===== src/rtl/mem_stage_pkg.sv =====
// Shared types and constants for the MEM pipeline stage: FSM state encoding,
// EX/MEM latch layout, default access timeout and the abort data pattern.
package mem_stage_pkg;

  typedef enum logic [1:0] {
    ST_IDLE   = 2'd0,
    ST_ACCESS = 2'd1,
    ST_DONE   = 2'd2
  } state_e;

  localparam int unsigned TIMEOUT_DEFAULT = 32'd255;
  localparam logic [31:0] ERR_DATA        = 32'hDEADBEEF;

  typedef struct packed {
    logic        valid;
    logic        reg_write;
    logic        mem_to_reg;
    logic        mem_read;
    logic        mem_write;
    logic [4:0]  wr_reg;
    logic [31:0] alu_result;
    logic [31:0] wr_data;
  } ex_mem_t;

  // A bubble never touches memory, whatever its control bits say.
  function automatic logic is_mem_op(input ex_mem_t e);
    return e.valid & (e.mem_read | e.mem_write);
  endfunction

endpackage


===== src/rtl/mem_stage_if.sv =====
// Data-memory request/response port of the MEM stage.
// The stage is the master; the memory (or its model) is the slave.
interface mem_stage_if;

  logic        mem_req;
  logic        mem_we;
  logic [31:0] mem_addr;
  logic [31:0] mem_wdata;
  logic        mem_ack;
  logic [31:0] mem_rdata;

  modport master (
    output mem_req,
    output mem_we,
    output mem_addr,
    output mem_wdata,
    input  mem_ack,
    input  mem_rdata
  );

  modport slave (
    input  mem_req,
    input  mem_we,
    input  mem_addr,
    input  mem_wdata,
    output mem_ack,
    output mem_rdata
  );

endinterface


===== src/rtl/mem_access_fsm.sv =====
// IDLE/ACCESS/DONE sequencer for one data-memory access, with an ACCESS-cycle
// counter that aborts the access after TIMEOUT_CYCLES cycles without ack.
module mem_access_fsm
  import mem_stage_pkg::*;
#(
  parameter int unsigned TIMEOUT_CYCLES = TIMEOUT_DEFAULT
) (
  input  logic   i_clk,
  input  logic   i_rst,
  input  logic   i_new_memop,
  input  logic   i_ack,
  output state_e o_state,
  output logic   o_req,
  output logic   o_stall,
  output logic   o_ack_take,
  output logic   o_abort
);

  localparam logic [7:0] TMO = 8'(TIMEOUT_CYCLES);

  state_e     r_state;
  state_e     w_state_next;
  logic [7:0] r_cnt;
  logic [7:0] w_cnt_next;
  logic [7:0] w_cnt_inc;

  // State register and ACCESS-cycle counter.
  always_ff @(posedge i_clk) begin
    if (i_rst) begin
      r_state <= ST_IDLE;
      r_cnt   <= 8'd0;
    end else begin
      r_state <= w_state_next;
      r_cnt   <= w_cnt_next;
    end
  end

  // Next-state logic; an ack on the final allowed cycle still wins over abort.
  always_comb begin
    w_state_next = r_state;
    w_cnt_next   = r_cnt;
    w_cnt_inc    = r_cnt + 8'd1;
    o_ack_take   = 1'b0;
    o_abort      = 1'b0;
    case (r_state)
      ST_IDLE, ST_DONE: begin
        if (i_new_memop) begin
          w_state_next = ST_ACCESS;
          w_cnt_next   = 8'd0;
        end else begin
          w_state_next = ST_IDLE;
        end
      end
      ST_ACCESS: begin
        w_cnt_next = w_cnt_inc;
        if (i_ack) begin
          o_ack_take   = 1'b1;
          w_state_next = ST_DONE;
        end else if (w_cnt_inc >= TMO) begin
          o_abort      = 1'b1;
          w_state_next = ST_DONE;
        end else begin
          w_state_next = ST_ACCESS;
        end
      end
      default: begin
        w_state_next = ST_IDLE;
        w_cnt_next   = 8'd0;
      end
    endcase
  end

  assign o_state = r_state;
  assign o_req   = (r_state == ST_ACCESS);
  assign o_stall = (r_state == ST_ACCESS);

endmodule


===== src/rtl/mem_stage.sv =====
// MEM pipeline stage: EX/MEM latch, data-memory access sequencing with timeout
// abort, and the outputs feeding the MEM/WB register.
module mem_stage
  import mem_stage_pkg::*;
#(
  parameter int unsigned TIMEOUT_CYCLES = TIMEOUT_DEFAULT
) (
  input  logic         Clk,
  input  logic         reset,
  input  logic [31:0]  ALUResult_EX,
  input  logic [31:0]  WriteData_EX,
  input  logic [4:0]   WriteRegister_EX,
  input  logic         RegWrite_EX,
  input  logic         MemToReg_EX,
  input  logic         MemRead_EX,
  input  logic         MemWrite_EX,
  input  logic         Valid_EX,
  input  logic         Flush,
  output logic         Stall_MEM,
  mem_stage_if.master  mem,
  output logic [31:0]  ALUResult,
  output logic [31:0]  dataMemOut,
  output logic         RegWrite,
  output logic         MemToReg,
  output logic [4:0]   WriteRegister,
  output logic         MemError
);

  ex_mem_t     r_ex_mem;
  ex_mem_t     w_ex_next;
  logic [31:0] r_data;
  logic        r_mem_error;
  logic        r_aborted;

  state_e      w_state;
  logic        w_access;
  logic        w_req;
  logic        w_stall;
  logic        w_ack_take;
  logic        w_abort;
  logic        w_new_memop;
  logic        w_is_read;

  // Flush and invalid EX slots enter the latch as all-zero bubbles.
  always_comb begin
    w_ex_next = '0;
    if (Valid_EX && !Flush) begin
      w_ex_next.valid      = 1'b1;
      w_ex_next.reg_write  = RegWrite_EX;
      w_ex_next.mem_to_reg = MemToReg_EX;
      w_ex_next.mem_read   = MemRead_EX;
      w_ex_next.mem_write  = MemWrite_EX;
      w_ex_next.wr_reg     = WriteRegister_EX;
      w_ex_next.alu_result = ALUResult_EX;
      w_ex_next.wr_data    = WriteData_EX;
    end else begin
      w_ex_next = '0;
    end
  end

  assign w_new_memop = is_mem_op(w_ex_next);

  mem_access_fsm #(
    .TIMEOUT_CYCLES (TIMEOUT_CYCLES)
  ) u_fsm (
    .i_clk       (Clk),
    .i_rst       (reset),
    .i_new_memop (w_new_memop),
    .i_ack       (mem.mem_ack),
    .o_state     (w_state),
    .o_req       (w_req),
    .o_stall     (w_stall),
    .o_ack_take  (w_ack_take),
    .o_abort     (w_abort)
  );

  assign w_access  = (w_state == ST_ACCESS);
  // Write has priority: a slot with both read and write set is a store.
  assign w_is_read = r_ex_mem.mem_read & ~r_ex_mem.mem_write;

  // EX/MEM latch, load data register and sticky error flag.
  always_ff @(posedge Clk) begin
    if (reset) begin
      r_ex_mem    <= '0;
      r_data      <= 32'd0;
      r_mem_error <= 1'b0;
      r_aborted   <= 1'b0;
    end else begin
      if (!w_stall) begin
        r_ex_mem  <= w_ex_next;
        r_aborted <= 1'b0;
      end
      if (w_ack_take && w_is_read) begin
        r_data <= mem.mem_rdata;
      end else if (w_abort) begin
        r_data      <= ERR_DATA;
        r_mem_error <= 1'b1;
        r_aborted   <= 1'b1;
      end
    end
  end

  assign mem.mem_req   = w_req;
  assign mem.mem_we    = w_access & r_ex_mem.mem_write;
  assign mem.mem_addr  = w_access ? r_ex_mem.alu_result : 32'd0;
  assign mem.mem_wdata = w_access ? r_ex_mem.wr_data : 32'd0;

  assign Stall_MEM     = w_stall;
  // MEM/WB sees a bubble while stalled and when an aborted access retires.
  assign RegWrite      = ~w_access & r_ex_mem.reg_write & r_ex_mem.valid & ~r_aborted;
  assign MemToReg      = r_ex_mem.mem_to_reg;
  assign WriteRegister = r_ex_mem.wr_reg;
  assign ALUResult     = r_ex_mem.alu_result;
  assign dataMemOut    = r_data;
  assign MemError      = r_mem_error;

endmodule

===== src/flat_wrapper.sv =====
// flat-port wrapper written by rule: the top's interface ports become plain ports
module mem_stage_flat import mem_stage_pkg::*;
#(
  parameter int unsigned TIMEOUT_CYCLES = TIMEOUT_DEFAULT
)
  (Clk, reset, ALUResult_EX, WriteData_EX, WriteRegister_EX, RegWrite_EX, MemToReg_EX, MemRead_EX, MemWrite_EX, Valid_EX, Flush, Stall_MEM, ALUResult, dataMemOut, RegWrite, MemToReg, WriteRegister, MemError, mem_mem_req, mem_mem_we, mem_mem_addr, mem_mem_wdata, mem_mem_ack, mem_mem_rdata);
  mem_stage_if mem_i ();
  input  logic Clk;
  input  logic reset;
  input  logic [31:0] ALUResult_EX;
  input  logic [31:0] WriteData_EX;
  input  logic [4:0] WriteRegister_EX;
  input  logic RegWrite_EX;
  input  logic MemToReg_EX;
  input  logic MemRead_EX;
  input  logic MemWrite_EX;
  input  logic Valid_EX;
  input  logic Flush;
  output logic Stall_MEM;
  output logic [31:0] ALUResult;
  output logic [31:0] dataMemOut;
  output logic RegWrite;
  output logic MemToReg;
  output logic [4:0] WriteRegister;
  output logic MemError;
  output wire logic [$bits(mem_i.mem_req)-1:0] mem_mem_req;
  output wire logic [$bits(mem_i.mem_we)-1:0] mem_mem_we;
  output wire logic [$bits(mem_i.mem_addr)-1:0] mem_mem_addr;
  output wire logic [$bits(mem_i.mem_wdata)-1:0] mem_mem_wdata;
  input wire logic [$bits(mem_i.mem_ack)-1:0] mem_mem_ack;
  input wire logic [$bits(mem_i.mem_rdata)-1:0] mem_mem_rdata;
  assign mem_mem_req = mem_i.mem_req;
  assign mem_mem_we = mem_i.mem_we;
  assign mem_mem_addr = mem_i.mem_addr;
  assign mem_mem_wdata = mem_i.mem_wdata;
  assign mem_i.mem_ack = mem_mem_ack;
  assign mem_i.mem_rdata = mem_mem_rdata;
  mem_stage #(.TIMEOUT_CYCLES(TIMEOUT_CYCLES)) u_core (.Clk(Clk), .reset(reset), .ALUResult_EX(ALUResult_EX), .WriteData_EX(WriteData_EX), .WriteRegister_EX(WriteRegister_EX), .RegWrite_EX(RegWrite_EX), .MemToReg_EX(MemToReg_EX), .MemRead_EX(MemRead_EX), .MemWrite_EX(MemWrite_EX), .Valid_EX(Valid_EX), .Flush(Flush), .Stall_MEM(Stall_MEM), .mem(mem_i), .ALUResult(ALUResult), .dataMemOut(dataMemOut), .RegWrite(RegWrite), .MemToReg(MemToReg), .WriteRegister(WriteRegister), .MemError(MemError));
endmodule

===== config.mk =====
export PLATFORM = sky130hd
export DESIGN_NAME = mem_stage_flat
export DESIGN_NICKNAME = d
export VERILOG_FILES = /design/src/rtl/mem_stage_pkg.sv /design/src/rtl/mem_stage_if.sv /design/src/rtl/mem_access_fsm.sv /design/src/rtl/mem_stage.sv /design/src/flat_wrapper.sv
export SDC_FILE = /design/constraint.sdc
export NUM_CORES = 1
export LEC_CHECK = 0
export CELL_PAD_IN_SITES_DETAIL_PLACEMENT = 1
export CELL_PAD_IN_SITES_GLOBAL_PLACEMENT = 1
export CORE_AREA = 2 2 118 120
export DETAILED_ROUTE_END_ITERATION = 8
export DIE_AREA = 0 0 120 122
export DONT_BUFFER_PORTS = 1
export PLACE_DENSITY_LB_ADDON = 0.1
export SKIP_LAST_GASP = 1
export SYNTH_ARGS = -nofsm -noshare
export SYNTH_HDL_FRONTEND = slang
export SYNTH_SLANG_ARGS = --single-unit

===== constraint.sdc =====
create_clock -name Clk -period 2 [get_ports Clk]
set_input_delay 0.3 -clock Clk [delete_from_list [all_inputs] [get_ports Clk]]
set_output_delay 0.3 -clock Clk [all_outputs]
set_load 0.05 [all_outputs]

* Yosys cells after proc, flatten, opt, wreduce, memory -nomap -nowiden
Cells that the tools add are included.
** Operators by class
- $add $sub $neg :: 1
- Magnitude comparators :: 1
- Eq/ne operators :: 3
- Mux-type cells :: 19
- Bitwise gates (word level) :: 11
- Reductions and logical operators :: 7
** Operators by type and width (number)
- $mux 32 :: 4
- $mux 74 :: 1
- $pmux 8 s2 :: 1
- $mux 1 :: 9
- $add 8x1->8 const B :: 1
- $ge 8x8->1 const B :: 1
- $mux 8 :: 1
- $and 1x1->1 :: 6
- $mux 2 :: 2
- $not 1->1 :: 4
- $pmux 2 s2 :: 1
- $eq 2x1->1 const B :: 1
- $eq 2x2->1 const B :: 1
- $logic_and 1x1->1 :: 2
- $logic_not 2->1 :: 1
- $ne 2x2->1 const B :: 1
- $reduce_and 2->1 :: 1
- $reduce_bool 2->1 :: 1
- $reduce_or 2->1 :: 1
- $logic_not 1->1 :: 1
- $or 1x1->1 :: 1
** Word-level totals
- Register bits after elaboration :: 118
- Input port bits :: 110
- Output and inout bits :: 139
- Logic and storage cells :: 55

* Depth between registers and ports, before layout
- Word-level depth :: 7
- Depth in mapped cells :: 8
- Mapped depth without buffers :: 7

* Cells and area by module
Synthesis repeated with hierarchy kept, for this count alone.
** Unflattened totals
- Cells, all modules :: 506
- Area, all modules :: 5149.9 sq um
** By module, submodules not included
- mem_stage :: instances 1, cells an instance 437, area an instance 4598.2 sq um, seq. area each 2162.1 sq um
- mem_access_fsm :: instances 1, cells an instance 69, area an instance 551.8 sq um, seq. area each 200.2 sq um

* Worst setup path before layout
Ideal clock, no wire load.
- Path type :: register to output
- Start :: register u_core.u_fsm.r_state[1] (netlist: u_core.u_fsm.o_state[1])
- End :: output RegWrite
- Arrival time :: 2.298 ns
- Setup slack :: -0.598 ns
- Cell stages (with the launch flop) :: 6
- Buffers on the path :: 2
- Path through :: dfxtp_1 -> nand2b_1 -> clkbuf_1 -> inv_2 -> clkbuf_1 -> nor3_1
** Between the ends
- Longest elaborated chain between the ends :: 5
** Ends and longest elaborated chain
- start, declared :: line mem_access_fsm.sv:21 : state_e r_state;
- start signal, assigned :: line mem_access_fsm.sv:33 : r_state <= w_state_next;
- $eq 2x1->1
- via Stall_MEM :: line flat_wrapper.sv:19 : output logic Stall_MEM;
- $not 1->1 :: line mem_stage.sv:110 : assign RegWrite = ~w_access & r_ex_mem.reg_write & r_ex_mem.valid & ~r_aborted;
- $and 1x1->1 (3 in a row) :: line mem_stage.sv:110
- end, declared :: line flat_wrapper.sv:22 : output logic RegWrite;
The timed path passes the listed nets, and every way through them passes these cells.

* Worst setup path after layout
- Start :: register u_core.u_fsm.r_state[1] (netlist: u_core.u_fsm.o_state[1])
- End :: output mem_mem_addr[12]
** Between the ends
- Longest elaborated chain between the ends :: 2
** Ends and longest elaborated chain
- $eq 2x1->1 :: line mem_stage.sv:77 : assign w_access = (w_state == ST_ACCESS);
- $mux 32 :: line mem_stage.sv:105 : assign mem.mem_addr = w_access ? r_ex_mem.alu_result : 32'd0;
- end, declared :: line flat_wrapper.sv:28 : output wire logic [$bits(mem_i.mem_addr)-1:0] mem_mem_addr;
No other way between the ends.

==> results.md <==
- Status: completed
- Final setup viols: 0
- Worst-Margin Slew: 681 ps
- Final period utilization: 0.974
- Post-Route WL: 16800 um
- DIE WIDTH: 120 um
- Highest cell delay on the worst timing path: 310 ps
- Cell Rows: 43
- Vias in the first global route: 4915
- FFs w/ async S/R, synth: 0
- Clock Latency Late Sink: 410 ps
- Unique masters post-synth: 44
- Worst EP required: 1700 ps
- HP Class: primary input to register
- Slew Viols, Final: 0
- Peak VDD IR: 0.529 mV
- Ports: ~250
- Leakage: 3.21 nW
- Worst setup EP type: primary output
- Area delta synth->final: 43.2%
- Post-synth top area share: 0.459
- DIE AREA: about 15000 um^2
- Global route overflow: 0
- First DRT Iteration DRCs: 171
- Skew final: 9.02 ps
- Diodes inserted: 0
- Max_cap viols: 0
- Worst Min Path Start: WriteData_EX[4]
- Number of synthesized flops with an enable pin: 0
- Die Y: 122 um
- Top achievable clock speed: 513 MHz
- Buf+Inv Stages, Crit Path: 4
- Syn Area/Cell: 7.91 um^2
- HPWL Detailed: 11000 um
- Slowest CP cell: dfxtp_1
- Minimum clock period: between 1500 and 2000 ps
- Worst Setup SP: u_core.u_fsm.o_state[1]
- Largest cells by area after synthesis: dfxtp_1, nand2_1, o21ai_0, buf_4, inv_1
- Largest net degree at the start of global routing: 102
- Setup tns final: 0 ps
- Root Buffer: clkbuf_16
- DRC viols: 0
- Clock sinks: 118
- Vias per Instance: ~5.0
- Total CTS buffers: 17
- Core region area: between 10000 and 15000 um^2
- Total power: 0.00591 W
- Max clock buf depth: 2
- Clk slew on worst S/H paths: ~50 ps
- Layout cells sized above 1: 0.257
- WL per Instance: between 15 and 20 um
- Final GP Congestion: between 0.7 and 0.8
- Placed insts: 854
- CP delay by family, top: buffers and inverters
- Most common cell after layout, fill and taps aside: nand2_1
- NumNets Final: ~840
- Arrival time at the worst endpoint: 1650 ps
- Worst rel slew slack: 0.545
- Initial Utilization: 0.381
- TritonRoute pass-1 iters: 4
- Finished Layout Cells: 914
- Synth Warn #: 0
- #FFs+latches synth: 118
- Worst-path cell chain: nand2b_4 > buf_6 > clkinv_8 > buf_12 > nand2_1 > clkinvlp_4
- Final hold viol count: 0
- Mapped Cells: 650
- Startpoint Class: register
- Largest area contributor in the netlist: dfxtp_1
- Antenna Violating Nets Remaining: 0
- PortBufs: 0
- Layout Utilization: 0.546
- Mapped Area: between 5000 and 6000 um^2
- DR vias: around 4.6k
- Sequential area share after synthesis: 0.459
- Initial antenna violation count: 0
- WHS: approximately 13 ps
- Crit Path Category: register to primary output
- PD cells: 802 nW/um^2
- Crit Path Max Fanout: 15
- Post-Syn Nets: 762
- CTS H-Tree Depth: 4
- Reg-to-Reg Start: u_core.u_fsm.r_cnt[0]
- First-pass GRT wire length: 26400 um
- Most frequent cells in the layout: nand2_1, dfxtp_1, o21ai_0
- CTS tree: done
- Prevailing post-synth register cell: dfxtp_1
- GR Util All Layers: 0.233
[timing repair]
action                     CTS  global route
resized for setup           20            11
hold endpoints to repair    32             0
cloned                       1             0
hold buffers                28             0
buffers inserted             0             2
setup endpoints to repair   60            18
[synth_stat cells, types with 10 or more instances]
library cell  count
a21oi_2          20
buf_2            10
o21bai_1         25
o21ai_0          75
clkbuf_1         28
inv_1            66
dfxtp_1         118
a21oi_1          22
nor2_1           34
nand2_1         137
buf_4            38
[final timing paths]
path | endpoint | slack [ps] | depth (start not counted)
worst max-delay path | mem_mem_addr[12] | 50 | 6
worst min-delay path | u_core.r_ex_mem[4] | 10 | 2
worst max register to register | u_core.dataMemOut[16] | 160 | 8
worst min register to register | u_core.r_ex_mem[25] | 470 | 2
[power by group]
| group | total (W) | switching (W) | leakage [nW] | internal, W |
|---|---|---|---|---|
| sequential | 0.00247 | 0.0000600 | 0.957 | 0.00241 |
| clock | 0.00294 | 0.00100 | 0.279 | 0.00194 |
| combinational | 0.000490 | 0.000299 | 1.97 | 0.000191 |
| total | 0.00591 | 0.00136 | 3.21 | 0.00454 |
[registers in the layout, summed over array words and instances, names as in the netlist]
| name | flops |
|---|---|
| u_core.r_ex_mem | 36 |
| u_core.MemError | 1 |
| u_core.u_fsm.r_cnt | 8 |
| u_core.WriteRegister | 5 |
| u_core.ALUResult | 32 |
| u_core.dataMemOut | 32 |
| u_core.MemToReg | 1 |
| u_core.r_aborted | 1 |
| u_core.u_fsm.o_state | 2 |
[through the flow]
step / area (um^2) / setup WS (ps)
floorplan: 5160 / 88.8
global placement: 6360 / 261
detailed placement: 6360 / 174
CTS: 7310 / -8.43
global route: 7370 / -12.3
finish: 7370 / 51.8
[cell type report]
| cell class | instances | area, um^2 |
|---|---|---|
| Clock buffer | 25 | 495 |
| Clock inverter | 4 | 70.1 |
| Fill cell | 1538 | 6140 |
| Inverter | 67 | 302 |
| Multi-Input combinational cell | 385 | 2110 |
| Sequential cell | 118 | 2360 |
| Tap cell | 180 | 225 |
| Timing Repair Buffer | 135 | 1810 |
[cells by family after synthesis]
logic type      Yosys count  synth area share
fa+ha+maj                 2           0.00486
flops                   118             0.459
compound gates          167             0.205
buf+inv                 147             0.142
simple gates            216             0.189
[metal layers]
metal | GRT usage | vias to the layer above | share of wire
li1 | - | 2206 | -
met1 | 0.253 | 2180 | 0.39
met2 | 0.414 | 177 | 0.51
met3 | 0.0857 | 25 | 0.084
met4 | 0.0882 | 0 | 0.020
met5 | 0 | - | 0
Power figures use the tool's default switching activity.
